<file path="config.mk">
export PLATFORM = sky130hd
export DESIGN_NAME = change_dispenser
export DESIGN_NICKNAME = d
export VERILOG_FILES = /design/src/rtl/change_dispenser.sv
export SDC_FILE = /design/constraint.sdc
export NUM_CORES = 1
export LEC_CHECK = 0
export CELL_PAD_IN_SITES_DETAIL_PLACEMENT = 0
export CELL_PAD_IN_SITES_GLOBAL_PLACEMENT = 2
export CORE_MARGIN = 1.5
export CORE_UTILIZATION = 27
export CTS_CLUSTER_SIZE = 28
export DETAILED_ROUTE_END_ITERATION = 16
export PLACE_DENSITY = 0.83
export SETUP_SLACK_MARGIN = 0.5
export SYNTH_ARGS = -nofsm -noshare
export SYNTH_HDL_FRONTEND = slang
export SYNTH_SLANG_ARGS = --single-unit
</file>
<file path="constraint.sdc">
create_clock -name clk_i -period 1.5 [get_ports clk_i]
set_input_delay 0.225 -clock clk_i [delete_from_list [all_inputs] [get_ports clk_i]]
set_output_delay 0.225 -clock clk_i [all_outputs]
set_load 0.1 [all_outputs]
</file>
<file path="src/rtl/change_dispenser.sv">
// change_dispenser: pays out the credit held by the vending state register.
// On a purchase it pulses the vend solenoid and pays change. On a coin return
// it pays back the whole credit. Coins go out one quarter at a time over a
// request/ack handshake with the hopper, and then the credit logic is told to
// clear back to S0.
//
// state     | meaning
// ----------+-------------------------------------------------------------
// IDLE      | waiting for a purchase or coin-return request
// VEND      | one-cycle vend solenoid pulse
// PAYOUT    | hopper request held until ack (or timeout)
// GAP       | one-cycle low between coins so the hopper sees a fresh edge
// DONE      | one-cycle clear pulse to the credit logic
// FAULT     | sticky error, left only through reset
//
// Ports:
//   clk_i          system clock, rising edge
//   rst_n_i        asynchronous active-low reset
//   credit_i[6:0]  one-hot credit, bit k = k quarters
//   req_i          purchase request (sampled in IDLE only)
//   return_i       coin-return request (sampled in IDLE only, wins over req_i)
//   ack_i          hopper accepted one quarter (used in PAYOUT only)
//   vend_o         one-cycle vend pulse
//   disp_req_o     eject-one-quarter request to the hopper
//   clear_o        one-cycle clear-credit pulse
//   busy_o         high in every state except IDLE
//   fault_o        sticky fault
//   change_left_o  quarters still owed
module change_dispenser #(
  parameter int PRICE_QTRS  = 4,
  parameter int ACK_TIMEOUT = 15
) (
  input  logic       clk_i,
  input  logic       rst_n_i,
  input  logic [6:0] credit_i,
  input  logic       req_i,
  input  logic       return_i,
  input  logic       ack_i,
  output logic       vend_o,
  output logic       disp_req_o,
  output logic       clear_o,
  output logic       busy_o,
  output logic       fault_o,
  output logic [2:0] change_left_o
);

  localparam logic [2:0] PRICE = 3'(PRICE_QTRS);
  localparam logic [7:0] TMO   = 8'(ACK_TIMEOUT);

  typedef enum logic [2:0] {
    ST_IDLE,
    ST_VEND,
    ST_PAYOUT,
    ST_GAP,
    ST_DONE,
    ST_FAULT
  } state_e;

  state_e     state_q, state_d;
  logic [2:0] change_q, change_d;
  logic [7:0] tmo_q, tmo_d;

  logic [2:0] credit_qtrs;
  logic       credit_onehot;
  logic [2:0] change_dec;
  logic [7:0] tmo_inc;

  // Credit decode; the one-hot test rejects both all-zero and multi-hot.
  always_comb begin
    credit_qtrs = '0;
    for (int k = 0; k < 7; k++) begin
      if (credit_i[k]) credit_qtrs = 3'(k);
    end
    credit_onehot = (credit_i != '0) && ((credit_i & (credit_i - 7'd1)) == '0);
  end

  assign change_dec = change_q - 3'd1;
  assign tmo_inc    = tmo_q + 8'd1;

  always_ff @(posedge clk_i or negedge rst_n_i) begin
    if (!rst_n_i) begin
      state_q  <= ST_IDLE;
      change_q <= '0;
      tmo_q    <= '0;
    end else begin
      state_q  <= state_d;
      change_q <= change_d;
      tmo_q    <= tmo_d;
    end
  end

  always_comb begin
    state_d  = state_q;
    change_d = change_q;
    tmo_d    = '0;
    case (state_q)
      ST_IDLE: begin
        if (req_i || return_i) begin
          if (!credit_onehot) begin
            state_d = ST_FAULT;
          end else if (return_i) begin
            change_d = credit_qtrs;
            state_d  = (credit_qtrs != '0) ? ST_PAYOUT : ST_DONE;
          end else if (credit_qtrs >= PRICE) begin
            change_d = credit_qtrs - PRICE;
            state_d  = ST_VEND;
          end
        end
      end
      ST_VEND: begin
        state_d = (change_q != '0) ? ST_PAYOUT : ST_DONE;
      end
      ST_PAYOUT: begin
        if (ack_i) begin
          change_d = change_dec;
          state_d  = (change_dec != '0) ? ST_GAP : ST_DONE;
        end else if (tmo_inc == TMO) begin
          state_d = ST_FAULT;
        end else begin
          tmo_d = tmo_inc;
        end
      end
      ST_GAP:   state_d = ST_PAYOUT;
      ST_DONE:  state_d = ST_IDLE;
      ST_FAULT: state_d = ST_FAULT;
      default:  state_d = ST_IDLE;
    endcase
  end

  always_comb begin
    vend_o        = 1'b0;
    disp_req_o    = 1'b0;
    clear_o       = 1'b0;
    busy_o        = 1'b1;
    fault_o       = 1'b0;
    change_left_o = change_q;
    case (state_q)
      ST_IDLE:   busy_o     = 1'b0;
      ST_VEND:   vend_o     = 1'b1;
      ST_PAYOUT: disp_req_o = 1'b1;
      ST_DONE:   clear_o    = 1'b1;
      ST_FAULT:  fault_o    = 1'b1;
      default:   ;
    endcase
  end

endmodule

</file>
==> flow_summary.yaml <==
worst_setup_path:
  cp-start-kind: "register"
  endpoint_kind: "register"
  cp.arrival_ns: 1.69
  critical_path_class: "register to register"
  worst-path-max-fanout: 2
  required_ns: 1.66
die:
  core_mm2: 0.00372
  rows: 22
  dieArea_mm2: 0.00431
  dieHeight_um: 65.7
  start_util_pct: 28.5
  ios: 20
  die_w_um: 65.7
cells_and_area:
  drive_above_1_share_pct: 67.7
  insertedDiodeCount: 0
  fin_nets: 207
  area_growth_pct: 109
  layout.area.seq_um2: 365
  instances_no_fill: 237
  multi_input_area_um2: 973
  nFillCells: 303
global_routing:
  grt_first_pass_wirelength_um: 5400
  antenna_found_initial: 0
  met1_usage_pct: 20.7
  grt_pass1_vias: 1203
  use_met2_pct: 28.4
  grt_busiest_layer: "met2"
  grt_max_degree: 15
  grt_usage_pct: 16.0
  grt_overflow: 0
  grtUsageMet3_pct: 1.88
placement:
  gp_congestion: 0.819
  placed_cells: 217
  dp_hpwl_um: 2340
  numPortBuffers: 19
cts:
  clkLatencyLatePin_ns: 0.25
  clock-sinks: 14
  htreeDepth: 1
  cts-buffers-inserted: 3
  cts_tree: "built"
  postCtsHoldBufs: 0
  path_clk_slew_ns: 0.07
  clockBufferDepth: 2
  cts_root_buf: "clkbuf_8"
timing:
  slew_violations: 0
  max_freq_ghz: 0.653
  final.min_clock_period_ns: 1.53
  clock_skew_ns: 0.00508
  tightestPinTransition_ns: 0.312
  hold_violations: 0
  timing.final.ws_setup_ns: -0.0315
  relSlewSlack_pct: 79.1
  period_share_pct: 102
  setup_viol: 4
  rsz0062_at_grt: "true"
power_and_ir_drop:
  finalPower_w: 0.00405
  leakagePower_nw: 0.882
  pwr_density_cell_mw_per_mm2: 1830
  ir_drop_mv: 1.23
route:
  drt_iter0_markers: 51
  avgViaCountPerCell: 5.00
  wl_per_cell_um: 15.2
  antenna_left: 0
  vias: 1184
  wl_um: 3600
  drt_pre_antenna_iters: 4
  drc: 0
yosys:
  ys_ff_latch: 14
  avgSynthCellArea_um2: 8.83
  synth_seq_area_share_pct: 33.1
  synth_top_area_share_pct: 33.1
  syn_area_mm2: 0.00106
  synth-async-reset-ratio_pct: 100
  yosysTopAreaCell: "dfrtp_1"
  ys.flop_type: "dfrtp_1"
  synth-edff-count: 0
  syn_inst: 120
  synth_area_leaders: "dfrtp_1, ha_1, nor2_1, nand2b_1, a21oi_1"
  synth_cell_types: 41
  yosys_warnings: 0
  syn_nets: 137
status:
  violations: "setup timing"
  status: "finished with violations"
worst_hold_path:
  hp-class: "input port to async pin"
job:
  drv_cap: 0
==> registers in the layout, summed over array words and instances (netlist names) <==
register       flops
state_q            3
tmo_q              8
change_left_o      3
==> cells in the mapped netlist (all sizes together), types with 2 or more instances <==
cell and count:
dfrtp 14, nor2 13, inv 9, a21oi 8, nand2b 7, nand3 6
ha 5, nand2 5, and3 4, nor3b 4, o21ai 4, xor2 4
a31oi 3, nor3 3, nor4 3, xnor2 3, a211oi 2, a21o 2
a221oi 2, o21a 2, o221ai 2, or2 2
==> report_power, final <==
| group | leakage (nW) | internal (W) | total [W] | switching [W] |
|---|---|---|---|---|
| combinational | 0.680 | 0.00141 | 0.00304 | 0.00163 |
| clock | 0.0288 | 0.000233 | 0.000378 | 0.000146 |
| sequential | 0.174 | 0.000495 | 0.000631 | 0.000136 |
==> stage by stage <==
| step | utilization (%) | hold WS (ns) | setup TNS (ns) | cell area (um^2) | worst slack [ns] |
|---|---|---|---|---|---|
| 2_1_floorplan | - | -0.0706 | -0.550 | 1190 | -0.115 |
| 3_3_place_gp | 46.7 | 0.550 | -2.87 | 1740 | -0.568 |
| 3_5_place_dp | 46.7 | 0.545 | -3.11 | 1740 | -0.639 |
| 4_1_cts | 54.2 | 0.298 | -0.0581 | 2020 | -0.0174 |
| 5_1_grt | 59.5 | 0.297 | -0.491 | 2210 | -0.100 |
| 6_report | 59.5 | 0.283 | -0.0661 | 2210 | -0.0315 |
==> critical path, cell delays in order, from the launching register on <==
cell and delay (ns):
dfrtp_4 0.50, inv_4 0.07, ha_4 0.12, nor2b_4 0.15
o21a_1 0.11, a31oi_1 0.04, o22a_1 0.22, a221oi_2 0.22
==> cells by family after synthesis <==
| logic type | share of synthesized area [%] |
|---|---|
| AOI/OAI and AO/OA | 21.3 |
| muxes | 2.36 |
| xor gates and xnor gates | 5.79 |
| and+or+nand+nor | 27.6 |
| adders and majority gates | 5.90 |
| buffers and inverters | 4.01 |
| DFF | 33.1 |
==> cell usage in the layout (no fill, tap or decap), types with 4 or more instances in the layout <==
master / synthesis / final
dfrtp_1: 14 / 6
nand3_2: 0 / 4
buf_6: 0 / 25
nor2_1: 13 / 8
buf_4: 0 / 25
dfrtp_2: 0 / 6
clkbuf_8: 0 / 4
inv_1: 8 / 4
nor2_2: 0 / 4
nand2b_4: 0 / 4
clkdlybuf4s50_1: 0 / 4
a21oi_1: 8 / 7
xor2_1: 4 / 4
buf_12: 0 / 8
==> per-layer routing <==
layer / wire (um) / up-vias
met5: 0 / -
met4: 12 / 0
met3: 65 / 2
met2: 1980 / 13
met1: 1540 / 595
li1: - / 574
==> final cells by class <==
| cell class | instances | area share [%] |
|---|---|---|
| inverter | 9 | 2.32 |
| timing repair buffer | 67 | 31.9 |
| tap | 48 | 2.72 |
| multi-input combinational | 95 | 44.1 |
| clock buffer | 4 | 2.49 |
| sequential | 14 | 16.5 |
==> worst paths after layout <==
check / startpoint / end / slack [ns] / depth (start not counted)
hold / removal: rst_n_i / state_q[2]$_DFFE_PN0P_ / 0.28 / 2
min in group clk_i: credit_i[1] / state_q[1]$_DFFE_PN0P_ / 0.53 / 5
hold reg to reg: tmo_q[6]$_DFF_PN0_ / tmo_q[6]$_DFF_PN0_ / 0.61 / 2
setup reg to reg: change_left_o[0]$_DFFE_PN0P_ / state_q[2]$_DFFE_PN0P_ / -0.03 / 7
setup / recovery: change_left_o[0]$_DFFE_PN0P_ / state_q[2]$_DFFE_PN0P_ / -0.03 / 7
max in group asynchronous: rst_n_i / tmo_q[0]$_DFF_PN0_ / 1.03 / 2
==> repair_timing <==
| item | CTS | global route |
|---|---|---|
| resized for setup | 56 | 45 |
| cloned | 0 | 0 |
| buffers inserted | 10 | 6 |
| hold endpoints to repair | 0 | 0 |
| setup endpoints to repair | 22 | 22 |
| pin swaps | 18 | 18 |
(Power assumes the default switching activity.)
